File: src/rtl/vfp_addsub_pipe_if.sv
// rtl/vfp_addsub_pipe_if.sv - operand/result bundle interface for the vector FP add/sub pipe
//
// Purpose : groups the input handshake (in_valid/in_ready), the operation
//           select and packed operands, and the output handshake
//           (out_valid/out_ready) with packed results and overflow flags.
// Ports   : in_valid, in_ready, sub, A, B        - operand side
//           out_valid, out_ready, Sum, Overflow  - result side
// Modports: master drives operands and out_ready; slave is the adder.
interface vfp_addsub_pipe_if #(
   parameter int EXP_W = 5,
   parameter int MAN_W = 10,
   parameter int LANES = 4
);
   localparam int W = 1 + EXP_W + MAN_W;

   logic               in_valid;
   logic               in_ready;
   logic               sub;
   logic [LANES*W-1:0] A;
   logic [LANES*W-1:0] B;
   logic               out_valid;
   logic               out_ready;
   logic [LANES*W-1:0] Sum;
   logic [LANES-1:0]   Overflow;

   modport master (
      output in_valid, sub, A, B, out_ready,
      input  in_ready, out_valid, Sum, Overflow
   );

   modport slave (
      input  in_valid, sub, A, B, out_ready,
      output in_ready, out_valid, Sum, Overflow
   );
endinterface

File: src/rtl/vfp_addsub_pipe.sv
// rtl/vfp_addsub_pipe.sv - 3-stage multi-lane floating-point adder/subtractor
//
// Purpose : LANES independent {sign, exp, frac} adders, round to nearest even.
//           S1 classify/align, S2 add/subtract, S3 normalise/round/pack.
//           The whole pipe advances together; it freezes only when a result
//           is presented and not taken.
// Ports   : clk    - clock, all state on rising edge
//           rst_n  - asynchronous active-low reset
//           bus    - slave side of vfp_addsub_pipe_if (operands, results,
//                    valid/ready handshakes, per-lane Overflow)
module vfp_addsub_pipe #(
   parameter int EXP_W = 5,
   parameter int MAN_W = 10,
   parameter int LANES = 4
) (
   input  logic             clk,
   input  logic             rst_n,
   vfp_addsub_pipe_if.slave bus
);
   localparam int W  = 1 + EXP_W + MAN_W;
   localparam int MW = MAN_W + 4;          // hidden + fraction + guard/round/sticky
   localparam int SW = $clog2(MW + 1);
   localparam logic [EXP_W-1:0] EXP_ONES = '1;

   // position of the first set bit counted down from the hidden-bit slot
   function automatic logic [SW-1:0] lzc(input logic [MW-1:0] v);
      logic [SW-1:0] n;
      n = SW'(MW);
      for (int i = 0; i < MW; i++) begin
         if (v[i]) n = SW'(MW - 1 - i);
      end
      return n;
   endfunction

   logic adv;
   logic v1, v2, v3;

   // every stage moves in lock-step, so a single enable suffices
   assign adv          = !(v3 && !bus.out_ready);
   assign bus.in_ready = adv;
   assign bus.out_valid = v3;

   always_ff @(posedge clk or negedge rst_n) begin
      if (!rst_n) begin
         v1 <= 1'b0;
         v2 <= 1'b0;
         v3 <= 1'b0;
      end else if (adv) begin
         v1 <= bus.in_valid;
         v2 <= v1;
         v3 <= v2;
      end
   end

   for (genvar g = 0; g < LANES; g++) begin : g_lane
      logic [W-1:0]       a, b;

      // S1 combinational
      logic               sa, sb;
      logic [EXP_W-1:0]   ea, eb, ea_eff, eb_eff, e_diff;
      logic [MAN_W:0]     ma, mb;
      logic               a_big;
      logic [MW-1:0]      m_sm_ext, m_sm_sh, lost_mask;
      logic [SW-1:0]      sh;
      logic               spc;
      logic [W-1:0]       spc_res;

      // S1 registers
      logic               s1_spc, s1_sign, s1_sub;
      logic [W-1:0]       s1_spc_res;
      logic [EXP_W-1:0]   s1_exp;
      logic [MW-1:0]      s1_mbig, s1_msm;

      // S2 combinational / registers
      logic [MW:0]        sum_c;
      logic               sign_c;
      logic               s2_spc, s2_sign;
      logic [W-1:0]       s2_spc_res;
      logic [EXP_W-1:0]   s2_exp;
      logic [MW:0]        s2_sum;

      // S3 combinational / output registers
      logic [SW-1:0]      lz;
      int                 lsh;
      logic [MW-1:0]      nm;
      logic [EXP_W:0]     ne, fe;
      logic               up, hid, ovf_c;
      logic [MAN_W+1:0]   rm;
      logic [MAN_W-1:0]   frac;
      logic [EXP_W-1:0]   enc;
      logic [W-1:0]       res_c;
      logic [W-1:0]       out_sum_q;
      logic               out_ovf_q;

      assign a = bus.A[g*W +: W];
      assign b = bus.B[g*W +: W];

      always_comb begin
         sa     = a[W-1];
         sb     = b[W-1] ^ bus.sub;
         ea     = a[MAN_W +: EXP_W];
         eb     = b[MAN_W +: EXP_W];
         ea_eff = (ea == '0) ? EXP_W'(1) : ea;
         eb_eff = (eb == '0) ? EXP_W'(1) : eb;
         ma     = {ea != '0, a[MAN_W-1:0]};
         mb     = {eb != '0, b[MAN_W-1:0]};
         // exponent-major compare is a magnitude compare once subnormals use exp 1
         a_big  = ({ea_eff, ma} >= {eb_eff, mb});
         e_diff = a_big ? (ea_eff - eb_eff) : (eb_eff - ea_eff);
         sh     = (int'(e_diff) > MW) ? SW'(MW) : SW'(e_diff);
         m_sm_ext  = a_big ? {mb, 3'b000} : {ma, 3'b000};
         m_sm_sh   = m_sm_ext >> sh;
         lost_mask = ~({MW{1'b1}} << sh);
         spc     = 1'b0;
         spc_res = '0;
         if (ea == EXP_ONES) begin
            spc     = 1'b1;
            spc_res = {sa, EXP_ONES, {MAN_W{1'b0}}};
         end else if (eb == EXP_ONES) begin
            spc     = 1'b1;
            spc_res = {sb, EXP_ONES, {MAN_W{1'b0}}};
         end
      end

      always_ff @(posedge clk or negedge rst_n) begin
         if (!rst_n) begin
            s1_spc     <= 1'b0;
            s1_spc_res <= '0;
            s1_sign    <= 1'b0;
            s1_sub     <= 1'b0;
            s1_exp     <= '0;
            s1_mbig    <= '0;
            s1_msm     <= '0;
         end else if (adv) begin
            s1_spc     <= spc;
            s1_spc_res <= spc_res;
            s1_sign    <= a_big ? sa : sb;
            s1_sub     <= sa ^ sb;
            s1_exp     <= a_big ? ea_eff : eb_eff;
            s1_mbig    <= a_big ? {ma, 3'b000} : {mb, 3'b000};
            // everything that falls off the end folds into the sticky bit
            s1_msm     <= {m_sm_sh[MW-1:1],
                           m_sm_sh[0] | ((m_sm_ext & lost_mask) != '0)};
         end
      end

      always_comb begin
         sum_c  = s1_sub ? ({1'b0, s1_mbig} - {1'b0, s1_msm})
                         : ({1'b0, s1_mbig} + {1'b0, s1_msm});
         // exact cancellation always yields +0
         sign_c = (s1_sub && sum_c == '0) ? 1'b0 : s1_sign;
      end

      always_ff @(posedge clk or negedge rst_n) begin
         if (!rst_n) begin
            s2_spc     <= 1'b0;
            s2_spc_res <= '0;
            s2_sign    <= 1'b0;
            s2_exp     <= '0;
            s2_sum     <= '0;
         end else if (adv) begin
            s2_spc     <= s1_spc;
            s2_spc_res <= s1_spc_res;
            s2_sign    <= sign_c;
            s2_exp     <= s1_exp;
            s2_sum     <= sum_c;
         end
      end

      always_comb begin
         lz  = lzc(s2_sum[MW-1:0]);
         lsh = 0;
         if (s2_sum[MW]) begin
            nm = {s2_sum[MW:2], s2_sum[1] | s2_sum[0]};
            ne = {1'b0, s2_exp} + 1'b1;
         end else begin
            // never normalise below exponent 1; what remains is subnormal
            lsh = (int'(lz) > int'(s2_exp) - 1) ? int'(s2_exp) - 1 : int'(lz);
            nm  = s2_sum[MW-1:0] << lsh;
            ne  = {1'b0, s2_exp} - (EXP_W+1)'(lsh);
         end
         up = nm[2] & (nm[1] | nm[0] | nm[3]);
         rm = {1'b0, nm[MW-1:3]} + {{(MAN_W+1){1'b0}}, up};
         if (rm[MAN_W+1]) begin
            fe   = ne + 1'b1;
            hid  = 1'b1;
            frac = rm[MAN_W:1];
         end else begin
            fe   = ne;
            hid  = rm[MAN_W];
            frac = rm[MAN_W-1:0];
         end
         enc   = hid ? fe[EXP_W-1:0] : {EXP_W{1'b0}};
         ovf_c = hid && (fe >= {1'b0, EXP_ONES});
         if (s2_spc) begin
            res_c = s2_spc_res;
            ovf_c = 1'b1;
         end else if (ovf_c) begin
            res_c = {s2_sign, EXP_ONES, {MAN_W{1'b0}}};
         end else begin
            res_c = {s2_sign, enc, frac};
         end
      end

      always_ff @(posedge clk or negedge rst_n) begin
         if (!rst_n) begin
            out_sum_q <= '0;
            out_ovf_q <= 1'b0;
         end else if (adv) begin
            out_sum_q <= res_c;
            out_ovf_q <= ovf_c;
         end
      end

      assign bus.Sum[g*W +: W] = out_sum_q;
      assign bus.Overflow[g]   = out_ovf_q;
   end
endmodule

File: src/flat_wrapper.sv
// flat-port wrapper written by rule: the top's interface ports become plain ports
module vfp_addsub_pipe_flat 
#(
   parameter int EXP_W = 5,
   parameter int MAN_W = 10,
   parameter int LANES = 4
)
  (clk, rst_n, bus_in_valid, bus_sub, bus_A, bus_B, bus_out_ready, bus_in_ready, bus_out_valid, bus_Sum, bus_Overflow);
  vfp_addsub_pipe_if #(.EXP_W(EXP_W), .MAN_W(MAN_W), .LANES(LANES)) bus_i ();
  input  logic clk;
  input  logic rst_n;
  input wire logic [$bits(bus_i.in_valid)-1:0] bus_in_valid;
  input wire logic [$bits(bus_i.sub)-1:0] bus_sub;
  input wire logic [$bits(bus_i.A)-1:0] bus_A;
  input wire logic [$bits(bus_i.B)-1:0] bus_B;
  input wire logic [$bits(bus_i.out_ready)-1:0] bus_out_ready;
  output wire logic [$bits(bus_i.in_ready)-1:0] bus_in_ready;
  output wire logic [$bits(bus_i.out_valid)-1:0] bus_out_valid;
  output wire logic [$bits(bus_i.Sum)-1:0] bus_Sum;
  output wire logic [$bits(bus_i.Overflow)-1:0] bus_Overflow;
  assign bus_i.in_valid = bus_in_valid;
  assign bus_i.sub = bus_sub;
  assign bus_i.A = bus_A;
  assign bus_i.B = bus_B;
  assign bus_i.out_ready = bus_out_ready;
  assign bus_in_ready = bus_i.in_ready;
  assign bus_out_valid = bus_i.out_valid;
  assign bus_Sum = bus_i.Sum;
  assign bus_Overflow = bus_i.Overflow;
  vfp_addsub_pipe #(.EXP_W(EXP_W), .MAN_W(MAN_W), .LANES(LANES)) u_core (.clk(clk), .rst_n(rst_n), .bus(bus_i));
endmodule
File: config.mk
export PLATFORM = sky130hd
export DESIGN_NAME = vfp_addsub_pipe_flat
export DESIGN_NICKNAME = d
export VERILOG_FILES = /design/src/rtl/vfp_addsub_pipe_if.sv /design/src/rtl/vfp_addsub_pipe.sv /design/src/flat_wrapper.sv
export SDC_FILE = /design/constraint.sdc
export NUM_CORES = 1
export LEC_CHECK = 0
export ABC_CLOCK_PERIOD_IN_PS = 14260
export CAP_MARGIN = 30
export CORE_UTILIZATION = 55
export DETAILED_ROUTE_END_ITERATION = 10
export GPL_ROUTABILITY_DRIVEN = 0
export GPL_TIMING_DRIVEN = 0
export PLACE_DENSITY = 0.75
export SYNTH_ARGS = -nofsm -noshare
export SYNTH_HDL_FRONTEND = slang
export SYNTH_SLANG_ARGS = --single-unit
File: constraint.sdc
create_clock -name clk -period 14.26 [get_ports clk]
set_clock_uncertainty 0.1 [all_clocks]
set_input_delay 2.852 -clock clk [delete_from_list [all_inputs] [get_ports clk]]
set_output_delay 2.852 -clock clk [all_outputs]
set_load 0.02 [all_outputs]
# Yosys cells after proc, flatten, opt, wreduce, memory -nomap -nowiden
# Cells that the tools add are included.
totals:
  ff_bits: 431
  word_cells: 354
  input_bits: 133
  out_inout_bits: 70
op_classes:
  shifts: 12
  bitwise: 36
  n_reduce_logical: 35
  eq_ne: 8
  n_mux: 152
  add_sub_neg: 36
  magnitude_cmp: 16
ops:
  columns: ["operator", "n"]
  rows:
  - ["two-way mux 16 bit", 12]
  - ["two-way mux 14 bit", 12]
  - ["two-way mux 4 bit", 36]
  - ["> comparator 5 x 32 -> 1 bit", 4]
  - ["two-way mux 32 bit", 4]
  - ["left shift 14 x 32 -> 14 bit", 4]
  - ["two-way mux 15 bit", 8]
  - ["two-way mux 5 bit", 20]
  - ["greater-or-equal comparator 16 bit", 4]
  - ["adder 14 x 14 -> 15 bit", 4]
  - ["logical NOT 15 bit", 4]
  - ["subtractor 14 x 14 -> 15 bit", 4]
  - ["bitwise AND 14 bit", 4]
  - ["inverter 14 bit", 4]
  - ["nonzero test 14 bit", 4]
  - ["left shift 14 x 4 -> 14 bit (first input constant)", 4]
  - [">> shifter 14 x 4 -> 14 bit", 4]
  - ["adder 11 x 1 -> 12 bit", 4]
  - ["two-way mux 3 bit", 16]
  - ["two-way mux 6 bit", 8]
  - ["== test 5 bit (second input constant)", 8]
  - ["logical NOT 5 bit", 8]
  - ["two-way mux 10 bit", 4]
  - ["nonzero test 5 bit", 8]
  - ["other kinds (14)", 103]

# Logic depth before layout (Yosys ltp)
# Gate-level depths: netlist of the first run.
depth:
  word_depth: 27
  ltp_mapped: 28
  mapped_depth_nobuf: 26

# Worst setup path before layout of the first run
# Ideal clock, no wire load.
synth_path:
  kind: "in2reg"
  start: "input bus_B[58]"
  end: "register u_core.g_lane[3].s1_msm[5]"
  required_time_ns: 14.034
  t_arrival_ns: 7.017
  path_buffers: 1
  setup_ns: 0.126
  slack_ns: 7.017
  stages: 17
  cell_sequence: "or4_1 nor2_1 nor2_1 ha_1 nand3_1 nor2_1 a2111o_1 a211o_1 a31o_2 a311oi_1 nor2b_1 nand3_1 clkbuf_1 mux2i_1 mux2i_1 nor3_1 o32a_1"
synth_via:
  elab_chain_len: 7
  word_cells_on_any_way: 11
  cone_classes: "add/sub: 2; order compare: 2; shift: 1; mux: 4; reduce/logical: 2"
synth_rtl:
  columns: ["item", "line", "source"]
  rows:
  - ["start, declared", "flat_wrapper.sv:15", "input wire logic [$bits(bus_i.B)-1:0] bus_B;"]
  - ["logical NOT 5 bit", "vfp_addsub_pipe.sv:104", "eb_eff = (eb == '0) ? EXP_W'(1) : eb;"]
  - ["two-way mux 5 bit", "vfp_addsub_pipe.sv:104", null]
  - ["greater-or-equal comparator 16 bit / subtractor 5 bit (equally long branches)", "vfp_addsub_pipe.sv:108, vfp_addsub_pipe.sv:109", null]
  - ["two-way mux 5 bit", "vfp_addsub_pipe.sv:109", "e_diff = a_big ? (ea_eff - eb_eff) : (eb_eff - ea_eff);"]
  - ["> comparator 5 x 4 -> 1 bit", "vfp_addsub_pipe.sv:110", "sh = (int'(e_diff) > MW) ? SW'(MW) : SW'(e_diff);"]
  - ["two-way mux 4 bit", "vfp_addsub_pipe.sv:110", null]
  - [">> shifter 14 x 4 -> 14 bit *", "vfp_addsub_pipe.sv:112", "m_sm_sh = m_sm_ext >> sh;"]
  - ["end signal, assigned", "vfp_addsub_pipe.sv:142", "s1_msm <= {m_sm_sh[MW-1:1],"]
  - ["end, declared", "vfp_addsub_pipe.sv:72", "logic [MW-1:0] s1_mbig, s1_msm;"]
# Every way passes the cells marked *; elsewhere a longest branch is shown, timed or not.
# A chain may end at the register's enable or synchronous reset.

# Worst setup path in the final report of the first run
layout_path:
  start: "input bus_out_ready"
  end: "output bus_in_ready"
layout_via:
  elab_chain_len: 3
layout_rtl:
  columns: ["item", "line", "source"]
  rows:
  - ["start, declared", "flat_wrapper.sv:16", "input wire logic [$bits(bus_i.out_ready)-1:0] bus_out_ready;"]
  - ["logical NOT 1 bit", "vfp_addsub_pipe.sv:39", "assign adv = !(v3 && !bus.out_ready);"]
  - ["logical AND 1 bit", "vfp_addsub_pipe.sv:39", null]
  - ["logical NOT 1 bit", "vfp_addsub_pipe.sv:39", null]
  - ["end, declared", "flat_wrapper.sv:17", "output wire logic [$bits(bus_i.in_ready)-1:0] bus_in_ready;"]
# Every way passes these cells.

==> metrics.yaml, run 1 <==
status: "finished clean"
cp.arrival_ns: 6.93
grt_pass1_vias: 27800
post-place-ws_ns: 4.49
cts_tree: "done"
cp_slowest_cell: "clkbuf_1"
antenna_found_initial: 4
insertion_delay_ns: 0.55
cts-hold-fix-buffers: 0
grt_pass1_wl_mm: 155
path_class: "input pin to output port"
synth_edf_count: 0
crit_top_cell: "clkbuf_1"
drt_iter0_markers: 3318
r2r-start: "u_core.g_lane[3].s2_sum[11]"
vias_per_cell: 6.33
r2r-end: "u_core.g_lane[3].out_sum_q[6]"
cts_setup_buffers: 0
ir_drop_mv: 0.144
fin_setup_tns_ns: 0
start_util_pct: 56.1
avgRoutedWirePerCell_microns: 20.6
synth_flop_cell: "dfrtp_1"
ctsLongestPathBuffers: 3
synth_top_area_share_pct: 25.2
finalWorstSetupSlack_ns: 4.37
drcViolationCount: 0
async_flop_share_pct: 100
crit_path_max_incr_delay_ns: 0.75
dpl_cell_area_sq_um: 32800
root_buffer: "clkbuf_16"
drive_gt1_share_pct: 6.26
syn-instance-count: 3829
die_w_microns: 235
die_area_sq_um: 55000
end_kind: "output port"
critPathRequiredTime_ns: 11.31
syn_avg_cell_area_sq_um: 7.77
syn_nets: 4159
drv_slew: 0
cts_buffers: 34
ant_nets: 0
syn_to_final_growth_pct: 14.1
path_max_fanout: 10
leakage_nw: 15.0
ctsResizeCount: 0
io_pins: 203
worst_setup_path_start_kind: "input pin"
min_period_ns: 9.89
r2r_cells: 22
hp-start: "u_core.v2"
hold_violations: 0
cap_viol_max_count: 0
grt_use_total_pct: 35.7
slew_headroom_pct: 28.1
min_to: "u_core.v2"
worst-r2r-setup-slack_ns: 7.65
max_freq_mhz: 101
synth_seq_cells: 299
yosysSeqAreaShare_pct: 25.2
row_count: 84
drt-pass1-iter-count: 6
p_per_area_nw_per_um2: 281
hp-class: "flop to flop"
die_height_microns: 235
stdcell_count: 4796
yosysTopAreaCell: "dfrtp_1"
mostFrequentLayoutCells: "539 x nand2_1, 381 x nor2_1, 299 x dfrtp_1, 245 x o21ai_0, 240 x a21oi_1"
port_buffers: 202
layout_commonest_cell: "nand2_1"
netlist_area_sq_um: 29700
worst_pin_slew_ns: 1.08
setup.worst_path.start: "bus_out_ready"
dp.cells: 4733
coreArea_sq_um: 53000
clkSinkCount: 299
crit_chain: "clkdlybuf4s50_1, nor2b_1, clkbuf_1, inv_1, clkbuf_1, clkbuf_1, buf_1, clkdlybuf4s50_1"
setup_viol: 0
synth_cell_types: 119
ys_warn_count: 0
final_nets: 4412
path_clk_slew_ns: 0.07
vias: 30400
gr-total-overflow: 0
final_cell_area_sq_um: 33900
yosys-top-cells-area: "dfrtp_1 25%, ha_1 7.8%, nand2_1 6.8%"
rsz0062_at_grt: "no"
grt_max_degree: 115
min_path_cells: 2
hpwl_mm: 76.5
wl_mm: 98.8
fin_crit_sh_pct: 69.3
finalPower_mw: 9.54
cts_max_level: 2
[power breakdown]
group	switching (mW)	internal, mW	total [mW]	leakage [nW]
Combinational	4.31	2.84	7.14	10.8
Sequential	0.350	1.19	1.54	3.64
Clock	0.372	0.480	0.851	0.507
[cell families (layout without fill, tap and decap cells)]
logic type | Yosys count | count (layout) | share of synthesized area (%)
AOI/OAI and AO/OA | 1046 | 1046 | 23.9
xor gates and xnor gates | 199 | 199 | 5.89
and+or+nand+nor | 1415 | 1415 | 22.1
muxes | 241 | 241 | 8.47
buffers and inverters | 432 | 708 | 5.88
DFF | 299 | 299 | 25.2
adders and majority gates | 197 | 197 | 8.59
other | 0 | 3 | 0
[per-layer routing]
| layer | global-route usage, % | share of wire (%) | wire length [microns] |
|---|---|---|---|
| met5 | 0 | 0.027 | 27 |
| met4 | 15.7 | 4.5 | 4480 |
| met3 | 7.09 | 10 | 9960 |
| met2 | 54.9 | 43 | 42900 |
| met1 | 48.6 | 42 | 41400 |
[worst max-delay path: cells and delay by family]
family / cells / cell delay (ns)
buffers and inverters: 7 / 4.04
and+or+nand+nor: 1 / 0.04
[area by class of cell]
type,instances,area (sq um)
timing repair buffer,217,2250
clock inverter,12,86.3
sequential,299,7480
clock buffer,47,971
multi-input combinational,3098,20500
antenna,3,7.51
inverter,202,759
tap,688,861
buffer,230,990
fill,4816,19100
[sequential cells by signal, summed over array words and instances, names as in the netlist]
register                  cells
u_core.g_lane.s1_sign         4
u_core.bus.out_valid          1
u_core.g_lane.out_ovf_q       4
u_core.g_lane.s2_spc_res      4
u_core.g_lane.s2_sign         4
u_core.v2                     1
u_core.g_lane.s2_sum         60
u_core.g_lane.s2_exp         20
u_core.g_lane.s1_exp         20
u_core.g_lane.out_sum_q      64
u_core.g_lane.s1_spc_res      4
u_core.g_lane.s1_msm         56
u_core.g_lane.s1_spc          4
u_core.g_lane.s2_spc          4
u_core.g_lane.s1_mbig        44
u_core.v1                     1
u_core.g_lane.s1_sub          4
[cells in the mapped netlist (39+ instances only)]
cell      count
o21ai_0     245
ha_1        185
a31oi_1      64
a211oi_1     43
nand3_1      82
nand2b_1     39
mux2i_1     194
a21oi_1     240
nor3_1       89
xnor2_1     145
clkbuf_1    164
a21o_1       49
mux2_2       39
xor2_1       53
nand2_1     539
nor2_1      381
inv_1       195
dfrtp_1     299
[per-stage QoR]
step | hold WS (ns) | utilization (%)
6_report | 0.364 | 64.0
5_1_grt | 0.390 | 64.0
4_1_cts | 0.362 | 64.0
3_5_place_dp | 0.348 | 62.0
3_3_place_gp | 0.344 | 61.6
2_1_floorplan | 0.330 | -
[worst max-delay path by stage]
stage / slack (ns) / endpoint / depth (start not counted)
5_1_grt: 4.42 / bus_in_ready / 8
2_1_floorplan: 7.02 / u_core.g_lane[3].s1_msm[5] / 17
3_3_place_gp: -2.82 / u_core.g_lane[2].s1_mbig[9] / 1
6_report: 4.37 / bus_in_ready / 8
4_1_cts: 4.49 / bus_in_ready / 8
3_5_place_dp: 4.49 / bus_in_ready / 8
Power figures use the tool's default switching activity.
==> run 2: changes to the inputs <==
--- a/config.mk
+++ b/config.mk
@@ -5,13 +5,13 @@
 export SDC_FILE = /design/constraint.sdc
 export NUM_CORES = 1
 export LEC_CHECK = 0
-export ABC_CLOCK_PERIOD_IN_PS = 14260
+export ABC_CLOCK_PERIOD_IN_PS = 8140
 export CAP_MARGIN = 30
 export CORE_UTILIZATION = 55
 export DETAILED_ROUTE_END_ITERATION = 10
 export GPL_ROUTABILITY_DRIVEN = 0
 export GPL_TIMING_DRIVEN = 0
-export PLACE_DENSITY = 0.75
+export PLACE_DENSITY = 0.78
 export SYNTH_ARGS = -nofsm -noshare
 export SYNTH_HDL_FRONTEND = slang
 export SYNTH_SLANG_ARGS = --single-unit
==> constraint.sdc (replaced) <==
create_clock -name clk -period 8.14 [get_ports clk]
set_clock_uncertainty 0.1 [all_clocks]
set_input_delay 1.628 -clock clk [delete_from_list [all_inputs] [get_ports clk]]
set_output_delay 1.628 -clock clk [all_outputs]
set_load 0.02 [all_outputs]
==> run 2 against run 1 <==
Compared with the run above:
- sequential cell count unchanged
- critical endpoint unchanged
- critical path depth unchanged
- critical path type unchanged
- sequential power is 76% higher
- first-iteration DRC count is 7.0% higher
- sequential share of layout area fell by 0.063 points
- non-clock buffer count is the same
- combinational power up 76%
- cell area rose by 0.29%
- count of clock-buffer cells in the layout is 3 lower
- worst hold slack better by 0.0071 ns
- wire length shrank 0.11%
==> metrics.yaml, run 2 (synthesized netlist as in run 1, its figures left out) <==
status: "finished clean"
antenna_found_initial: 3
final_nets: 4412
stdcell_count: 4795
holdWs_ns: 0.371
ir_drop_mv: 0.273
top_regs: "u_core.g_lane.out_sum_q (64), u_core.g_lane.s2_sum (60), u_core.g_lane.s1_msm (56)"
globalRouteMet2Util_pct: 55.2
start_util_pct: 56.1
largest_register_ffs: 64
hpwl_mm: 76.3
ctsResizeCount: 0
cts_setup_buffers: 0
r2r-start: "u_core.g_lane[1].s2_sum[12]"
dp.cells: 4732
mostFrequentLayoutCells: "539 x nand2_1, 381 x nor2_1, 299 x dfrtp_1, 245 x o21ai_0, 240 x a21oi_1"
met3_usage_pct: 6.67
layout_commonest_cell: "nand2_1"
setup.worst_path.start: "bus_out_ready"
p_per_area_nw_per_um2: 497
critPathRequiredTime_ns: 6.41
top_register: "u_core.g_lane.out_sum_q"
clkSinkCount: 299
met1_usage_pct: 48.0
syn_to_final_growth_pct: 14.4
hp-class: "flop to flop"
vias_per_cell: 6.42
max_freq_mhz: 134
cap_viol_max_count: 0
grt_max_degree: 127
slew_headroom_pct: 28.4
worst_pin_slew_ns: 1.07
num-fill-cells: 4745
cp.arrival_ns: 5.75
gr-total-overflow: 0
ant_nets: 0
grt_use_total_pct: 35.5
io_pins: 203
path_clk_slew_ns: 0.06
grt_pass1_vias: 28100
finalPower_mw: 16.9
drcViolationCount: 0
cts-hold-fix-buffers: 0
row_count: 84
drv_slew: 0
worst_setup_path_start_kind: "input pin"
avgRoutedWirePerCell_microns: 20.6
root_buffer: "clkbuf_16"
leakage_nw: 15.0
vias: 30800
rsz0062_at_grt: "no"
setup_viol: 0
coreArea_sq_um: 53000
grt_pass1_wl_mm: 154
wl_mm: 98.7
path_class: "input pin to output port"
cts_buffers: 34
fin_crit_sh_pct: 91.9
cts_tree: "done"
hp-start: "u_core.v1"
die_w_microns: 235
path_max_fanout: 10
ctsLongestPathBuffers: 3
port_buffers: 202
grt_busiest_layer: "met2"
end_kind: "output port"
min_period_ns: 7.48
drive_gt1_share_pct: 6.38
die_area_sq_um: 55000
insertion_delay_ns: 0.57
cts_max_level: 2
drt_iter0_markers: 3551
die_height_microns: 235
drt-pass1-iter-count: 7
hold_violations: 0
-- run 2: changes by cell type in the layout (fill, tap and decap cells not counted), sizes merged --
cell      before  now
clkbuf       213  210
diode          3    1
clkinvlp       5    1
bufinv         0    3
inv          202  204
clkinv         7   10
-- run 2: power by group --
| group | switching, mW | total (mW) | internal (mW) |
|---|---|---|---|
| sequential | 0.617 | 2.71 | 2.09 |
| clock | 0.686 | 1.63 | 0.940 |
| combinational | 7.59 | 12.6 | 4.97 |
| total | 8.89 | 16.9 | 8.01 |
-- run 2: cell type report --
type | instances | area [sq um] | share of cell area, %
antenna | 1 | 2.50 | 0.00736
buffer | 230 | 990 | 2.91
clock buffer | 44 | 958 | 2.82
clock inverter | 16 | 201 | 0.592
inverter | 202 | 759 | 2.23
multi-input combinational | 3098 | 20500 | 60.3
sequential | 299 | 7480 | 22.0
tap | 688 | 861 | 2.53
timing repair buffer | 217 | 2250 | 6.63
-- run 2: stage by stage --
stage | area (sq um) | utilization, % | worst slack, ns | setup TNS [ns]
final | 34000 | 64.2 | 0.660 | 0
after global routing | 34000 | 64.2 | 0.641 | 0
after CTS | 34000 | 64.2 | 0.748 | 0
after detailed placement | 32800 | 62.0 | 0.695 | 0
after global placement | 32600 | 61.6 | -7.66 | -2277.14
after floorplan | 29700 | - | 2.12 | 0
-- run 2: path summary, 6_finish.rpt --
path | endpoint | slack [ns] | depth (start not counted)
max | bus_in_ready | 0.66 | 8
min reg2reg | u_core.v1 | 0.37 | 2
min in group asynchronous | u_core.g_lane[0].out_sum_q[14] | 0.98 | 1
max reg2reg | u_core.g_lane[1].out_sum_q[7] | 1.59 | 26
max in group asynchronous | u_core.g_lane[3].s1_msm[1] | 5.88 | 2
min | u_core.v1 | 0.37 | 2
-- run 2: per-layer routing --
metal  vias to the layer above  part of all wire [%]
met5                         -                 0.027
met4                         4                   4.6
met3                       341                    10
met2                      1739                    44
met1                     14400                    41
li1                      14300                     -
-- run 2: worst max-delay path, stage by stage --
cell	delay (ns)
clkdlybuf4s50_1	0.45
nor2b_1	0.04
clkbuf_1	0.27
inv_1	0.43
clkbuf_1	0.55
clkbuf_1	0.84
buf_1	0.77
clkdlybuf4s50_1	0.76
